[src/rtl/channel_sched.sv]
// Time-multiplexed channel scheduler: per-channel sample FIFOs drained one slot
// per cycle onto a registered stream, zero-filling empty slots and flagging underruns.
module channel_sched #(
    parameter int NCH   = 4,
    parameter int DW    = 7,
    parameter int DEPTH = 2
) (
    input  logic              clk,
    input  logic              rst_n,
    input  logic              en,
    input  logic [1:0]        num_ch,
    input  logic              clr_flags,
    input  logic [NCH-1:0]    in_valid,
    input  logic [NCH*DW-1:0] in_data,
    output logic [NCH-1:0]    in_ready,
    output logic [DW-1:0]     data,
    output logic [1:0]        ch_sel,
    output logic              out_valid,
    output logic              frame_start,
    output logic [NCH-1:0]    underrun,
    output logic [7:0]        underrun_cnt
);

    localparam int CW = $clog2(DEPTH + 1);
    localparam logic [CW-1:0] DEPTH_C = CW'(DEPTH);

    typedef enum logic [1:0] {IDLE, RUN, DRAIN} state_t;

    state_t          state_q, state_d;
    logic [1:0]      slot_q, slot_d;
    logic [1:0]      num_ch_q, num_ch_d;
    logic [CW-1:0]   count_q [NCH];
    logic [CW-1:0]   count_d [NCH];
    logic [DW-1:0]   mem_q [NCH][DEPTH];
    logic [DW-1:0]   mem_d [NCH][DEPTH];
    logic [DW-1:0]   data_q, data_d;
    logic [1:0]      ch_sel_q, ch_sel_d;
    logic            out_valid_q, out_valid_d;
    logic            frame_start_q, frame_start_d;
    logic [NCH-1:0]  underrun_q, underrun_d;
    logic [7:0]      underrun_cnt_q, underrun_cnt_d;

    logic            issue;
    logic            last;
    logic [1:0]      eff_num;

    // Slot 0 latches num_ch, so the frame it opens already uses the new value.
    assign issue   = (state_q != IDLE);
    assign eff_num = (slot_q == 2'd0) ? num_ch : num_ch_q;
    assign last    = issue && (slot_q == eff_num);

    always_ff @(posedge clk or negedge rst_n) begin
        if (!rst_n) begin
            state_q        <= IDLE;
            slot_q         <= '0;
            num_ch_q       <= '0;
            count_q        <= '{default: '0};
            mem_q          <= '{default: '0};
            data_q         <= '0;
            ch_sel_q       <= '0;
            out_valid_q    <= 1'b0;
            frame_start_q  <= 1'b0;
            underrun_q     <= '0;
            underrun_cnt_q <= '0;
        end else begin
            state_q        <= state_d;
            slot_q         <= slot_d;
            num_ch_q       <= num_ch_d;
            count_q        <= count_d;
            mem_q          <= mem_d;
            data_q         <= data_d;
            ch_sel_q       <= ch_sel_d;
            out_valid_q    <= out_valid_d;
            frame_start_q  <= frame_start_d;
            underrun_q     <= underrun_d;
            underrun_cnt_q <= underrun_cnt_d;
        end
    end

    always_comb begin
        state_d  = state_q;
        slot_d   = slot_q;
        num_ch_d = num_ch_q;
        case (state_q)
            IDLE: begin
                slot_d = '0;
                if (en) begin
                    state_d  = RUN;
                    num_ch_d = num_ch;
                end
            end
            RUN: begin
                if (!en) state_d = last ? IDLE : DRAIN;
            end
            DRAIN: begin
                if (en)        state_d = RUN;
                else if (last) state_d = IDLE;
            end
            default: state_d = IDLE;
        endcase
        if (issue) begin
            slot_d = last ? 2'd0 : slot_q + 2'd1;
            if (slot_q == 2'd0) num_ch_d = num_ch;
        end
    end

    always_comb begin
        logic          push;
        logic          pop;
        logic [CW-1:0] wr_idx;
        in_ready = '0;
        count_d  = count_q;
        mem_d    = mem_q;
        for (int unsigned k = 0; k < NCH; k++) begin
            in_ready[k] = (count_q[k] < DEPTH_C);
            push   = in_valid[k] && in_ready[k];
            pop    = issue && (slot_q == 2'(k)) && (count_q[k] != '0);
            wr_idx = count_q[k] - CW'(pop);
            // Shift-register FIFO: head always at entry 0, pop shifts before push lands.
            if (pop) begin
                for (int unsigned i = 0; i + 1 < DEPTH; i++) mem_d[k][i] = mem_q[k][i+1];
            end
            if (push) begin
                for (int unsigned i = 0; i < DEPTH; i++) begin
                    if (CW'(i) == wr_idx) mem_d[k][i] = in_data[k*DW +: DW];
                end
            end
            count_d[k] = count_q[k] + CW'(push) - CW'(pop);
        end
    end

    always_comb begin
        data_d         = '0;
        ch_sel_d       = '0;
        out_valid_d    = 1'b0;
        frame_start_d  = 1'b0;
        underrun_d     = underrun_q;
        underrun_cnt_d = underrun_cnt_q;
        if (clr_flags) begin
            underrun_d     = '0;
            underrun_cnt_d = '0;
        end
        if (issue) begin
            out_valid_d   = 1'b1;
            ch_sel_d      = slot_q;
            frame_start_d = (slot_q == 2'd0);
            if (count_q[slot_q] != '0) begin
                data_d = mem_q[slot_q][0];
            end else begin
                underrun_d[slot_q] = 1'b1;
                if (underrun_cnt_d != '1) underrun_cnt_d = underrun_cnt_d + 8'd1;
            end
        end
    end

    assign data         = data_q;
    assign ch_sel       = ch_sel_q;
    assign out_valid    = out_valid_q;
    assign frame_start  = frame_start_q;
    assign underrun     = underrun_q;
    assign underrun_cnt = underrun_cnt_q;

endmodule

[config.mk]
export PLATFORM = sky130hd
export DESIGN_NAME = channel_sched
export DESIGN_NICKNAME = d
export VERILOG_FILES = /design/src/rtl/channel_sched.sv
export SDC_FILE = /design/constraint.sdc
export NUM_CORES = 1
export LEC_CHECK = 0
export BUFFER_PORTS_ARGS = -buffer_cell sky130_fd_sc_hd__clkbuf_2
export CORE_ASPECT_RATIO = 0.9
export CORE_UTILIZATION = 56
export CTS_CLUSTER_DIAMETER = 40
export CTS_CLUSTER_SIZE = 8
export DETAILED_ROUTE_END_ITERATION = 10
export GPL_ROUTABILITY_DRIVEN = 1
export PLACE_DENSITY_LB_ADDON = 0.08
export SYNTH_ARGS = -nofsm -noshare
export SYNTH_HDL_FRONTEND = slang
export SYNTH_SLANG_ARGS = --single-unit
[constraint.sdc]
create_clock -name clk -period 2.8 [get_ports clk]
set_input_delay 0.56 -clock clk [delete_from_list [all_inputs] [get_ports clk]]
set_output_delay 0.56 -clock clk [all_outputs]
set_load 0.05 [all_outputs]
==> results.cfg <==
[outcome]
status = complete, no violations

[critical_path]
arrival_ns = 2.60
worstSetupPathType = flip-flop to flip-flop
cp-end-kind = flip-flop
required_ns = 3.00
cp-start-kind = flip-flop
path_max_fanout = 16

[routing]
vias = 2911
viasPerCell = 5.70
drt_iter0_markers = 124
dr.pass1.iters = 4
routed_wl_um = 8320
ant_nets = 0
drc = 0
wl_per_cell_um = 16.3

[clocking]
cts_buffer_depth = 2
ctsResizeCount = 0
htreeDepth = 3
numCtsBuffers = 9
path_clk_slew_ns = 0.09
root_buffer = clkbuf_8
numClockSinks = 93
cts_hold_buf = 0
post_cts_buffers = 0
tritoncts = yes
clock_latency_ns = 0.36

[floorplanning]
fp.dieH_um = 84.6
start_util = 0.591
die_area_mm2 = 0.00794
die_w_um = 93.8
core_area_mm2 = 0.00718
rows = 29
ios = 65

[timing]
finalHoldViolCount = 0
period_share = 0.855
tightest_slew_ns = 1.03
drv_slew = 0
max_slew_margin = 0.311
rsz0062_at_grt = false
max_freq_mhz = 418
fin_setup_tns_ns = 0
setup_violations = 0
finClkSkew_ns = 0.0140
finalWorstPathRequiredPeriod_ns = 2.39

[synth]
synth_top_area_cell = dfrtp_1
synth.most_common_cell = dfrtp_1
seq_area_frac_synth = 0.548
synthTopCellsByCount = 93 x dfrtp_1, 31 x nand2_1, 30 x mux2_2, 30 x mux2i_1, 22 x o21ai_1
ys_warn_count = 0
synth_top_area_share = 0.548
ys_top_cells_by_area = dfrtp_1 55%, mux2_2 8.0%, mux2i_1 7.1%, mux4_1 3.1%, nand2_1 2.7%
synth_area_mm2 = 0.00425
synth_edf_count = 0
synth_cell_types = 42
synthArstFlopShare = 1.00
synth_ff_type = dfrtp_1
synth_nets = 388
postSynthAreaPerCell_um2 = 12.4
syn_inst = 342
ys_ff_latch = 93

[place]
gp_congestion = 0.793
postPlaceCellArea_mm2 = 0.00470
post-place-cells = 495
dp_hpwl_um = 6140
portBuffers = 64

[final_layout]
syn_to_final_growth_pct = 16.0
n_antenna_cell = 0
register_area_mm2 = 0.00233
final_area_mm2 = 0.00493
fin_nets = 459
finalCoreUtilization = 0.686
drive_gt1_frac = 0.299
instances_no_fill = 511
multi_input_area_mm2 = 0.00182
fillers = 565

[grt]
grt_overflow = 0
grt_first_pass_wirelength_um = 13700
grt_max_degree = 65
grt_pass1_vias = 2780
antenna_found_initial = 0
grt_usage = 0.229

[worst_hold_path]
hp-class = input pin to async pin

[power_and_ir_drop]
finalPower_mw = 5.47
irDropWorstVdd_mv = 0.563
power.leakage_nw = 2.41
p_per_area_mw_per_mm2 = 1110

[flow_run]
maxCapViolations = 0
routing by layer:
layer | part of all wire | up-vias | GRT usage
met5 | 0 | - | 0
met4 | 0.016 | 0 | 0.0783
met3 | 0.043 | 14 | 0.0553
met2 | 0.49 | 83 | 0.374
met1 | 0.45 | 1421 | 0.301
li1 | - | 1393 | -
final cells by class:
cell class,count,area share
Sequential cell,93,0.472
Multi-Input combinational cell,225,0.369
Timing Repair Buffer,72,0.0802
Clock buffer,11,0.0287
Tap cell,93,0.0236
Clock inverter,5,0.0168
Inverter,12,0.00914
cells in the final DEF, fill, tap and decap left out, drive strengths merged, types with 2 or more instances in the layout:
cell type	instances
a21oi	9
o31ai	3
clkinv	2
nand2	31
dfrtp	93
and3	8
a21boi	5
o21bai	3
mux4	7
nand3	5
inv	13
bufinv	2
o21ai	35
clkbuf	74
nor2b	5
mux2	30
a211oi	3
nor2	8
or4	3
nor4	2
mux2i	30
ha	8
nor4b	6
buf	9
o2bb2ai	4
xnor2	11
state kept, by name, indices dropped and copies added, names as in the netlist:
register / cells
ch_sel: 2
count_q: 8
data: 7
frame_start: 1
mem_q: 56
num_ch_q: 2
out_valid: 1
slot_q: 2
state_q: 2
underrun: 4
underrun_cnt: 8
final timing paths:
check / cells after the start / slack, ns / startpoint / to
max: 5 / 0.41 / slot_q[0]$_DFF_PN0_ / mem_q[52]$_DFF_PN0_
max in group asynchronous: 2 / 2.04 / rst_n / mem_q[12]$_DFF_PN0_
min in group clk: 2 / 0.39 / en / state_q[1]$_DFFE_PN0P_
min reg2reg: 1 / 0.51 / mem_q[4]$_DFFE_PN0P_ / mem_q[4]$_DFFE_PN0P_
min: 1 / 0.10 / rst_n / count_q[4]$_DFF_PN0_
max reg2reg: 5 / 0.41 / slot_q[0]$_DFF_PN0_ / mem_q[52]$_DFF_PN0_
per-stage QoR:
step	hold slack, ns	setup WS, ns
after global placement	0.481	0.530
after CTS	0.107	0.399
final	0.105	0.405
after detailed placement	0.484	0.463
after floorplan	0.264	0.624
after global routing	0.121	0.172
power breakdown:
part	total, mW	internal [mW]	switching (mW)
sequential	2.36	1.92	0.442
combinational	2.12	0.944	1.17
clock	0.991	0.531	0.460
total	5.47	3.40	2.07
critical path: stages, from the launching register on:
cell and delay, ns:
dfrtp_1 0.61, inv_1 0.21, ha_1 0.24, o21ai_1 0.19
a21boi_1 0.78, o21ai_1 0.20
logic make-up (layout without fill, tap and decap cells):
family | after synthesis | after routing | synth area share
compound gates | 67 | 67 | 0.0981
xor+xnor | 11 | 11 | 0.0227
fa+ha+maj | 8 | 8 | 0.0236
buf+inv | 24 | 100 | 0.0239
flops | 93 | 93 | 0.548
mux | 67 | 67 | 0.192
simple gates | 72 | 72 | 0.0922
(Power assumes the default switching activity.)
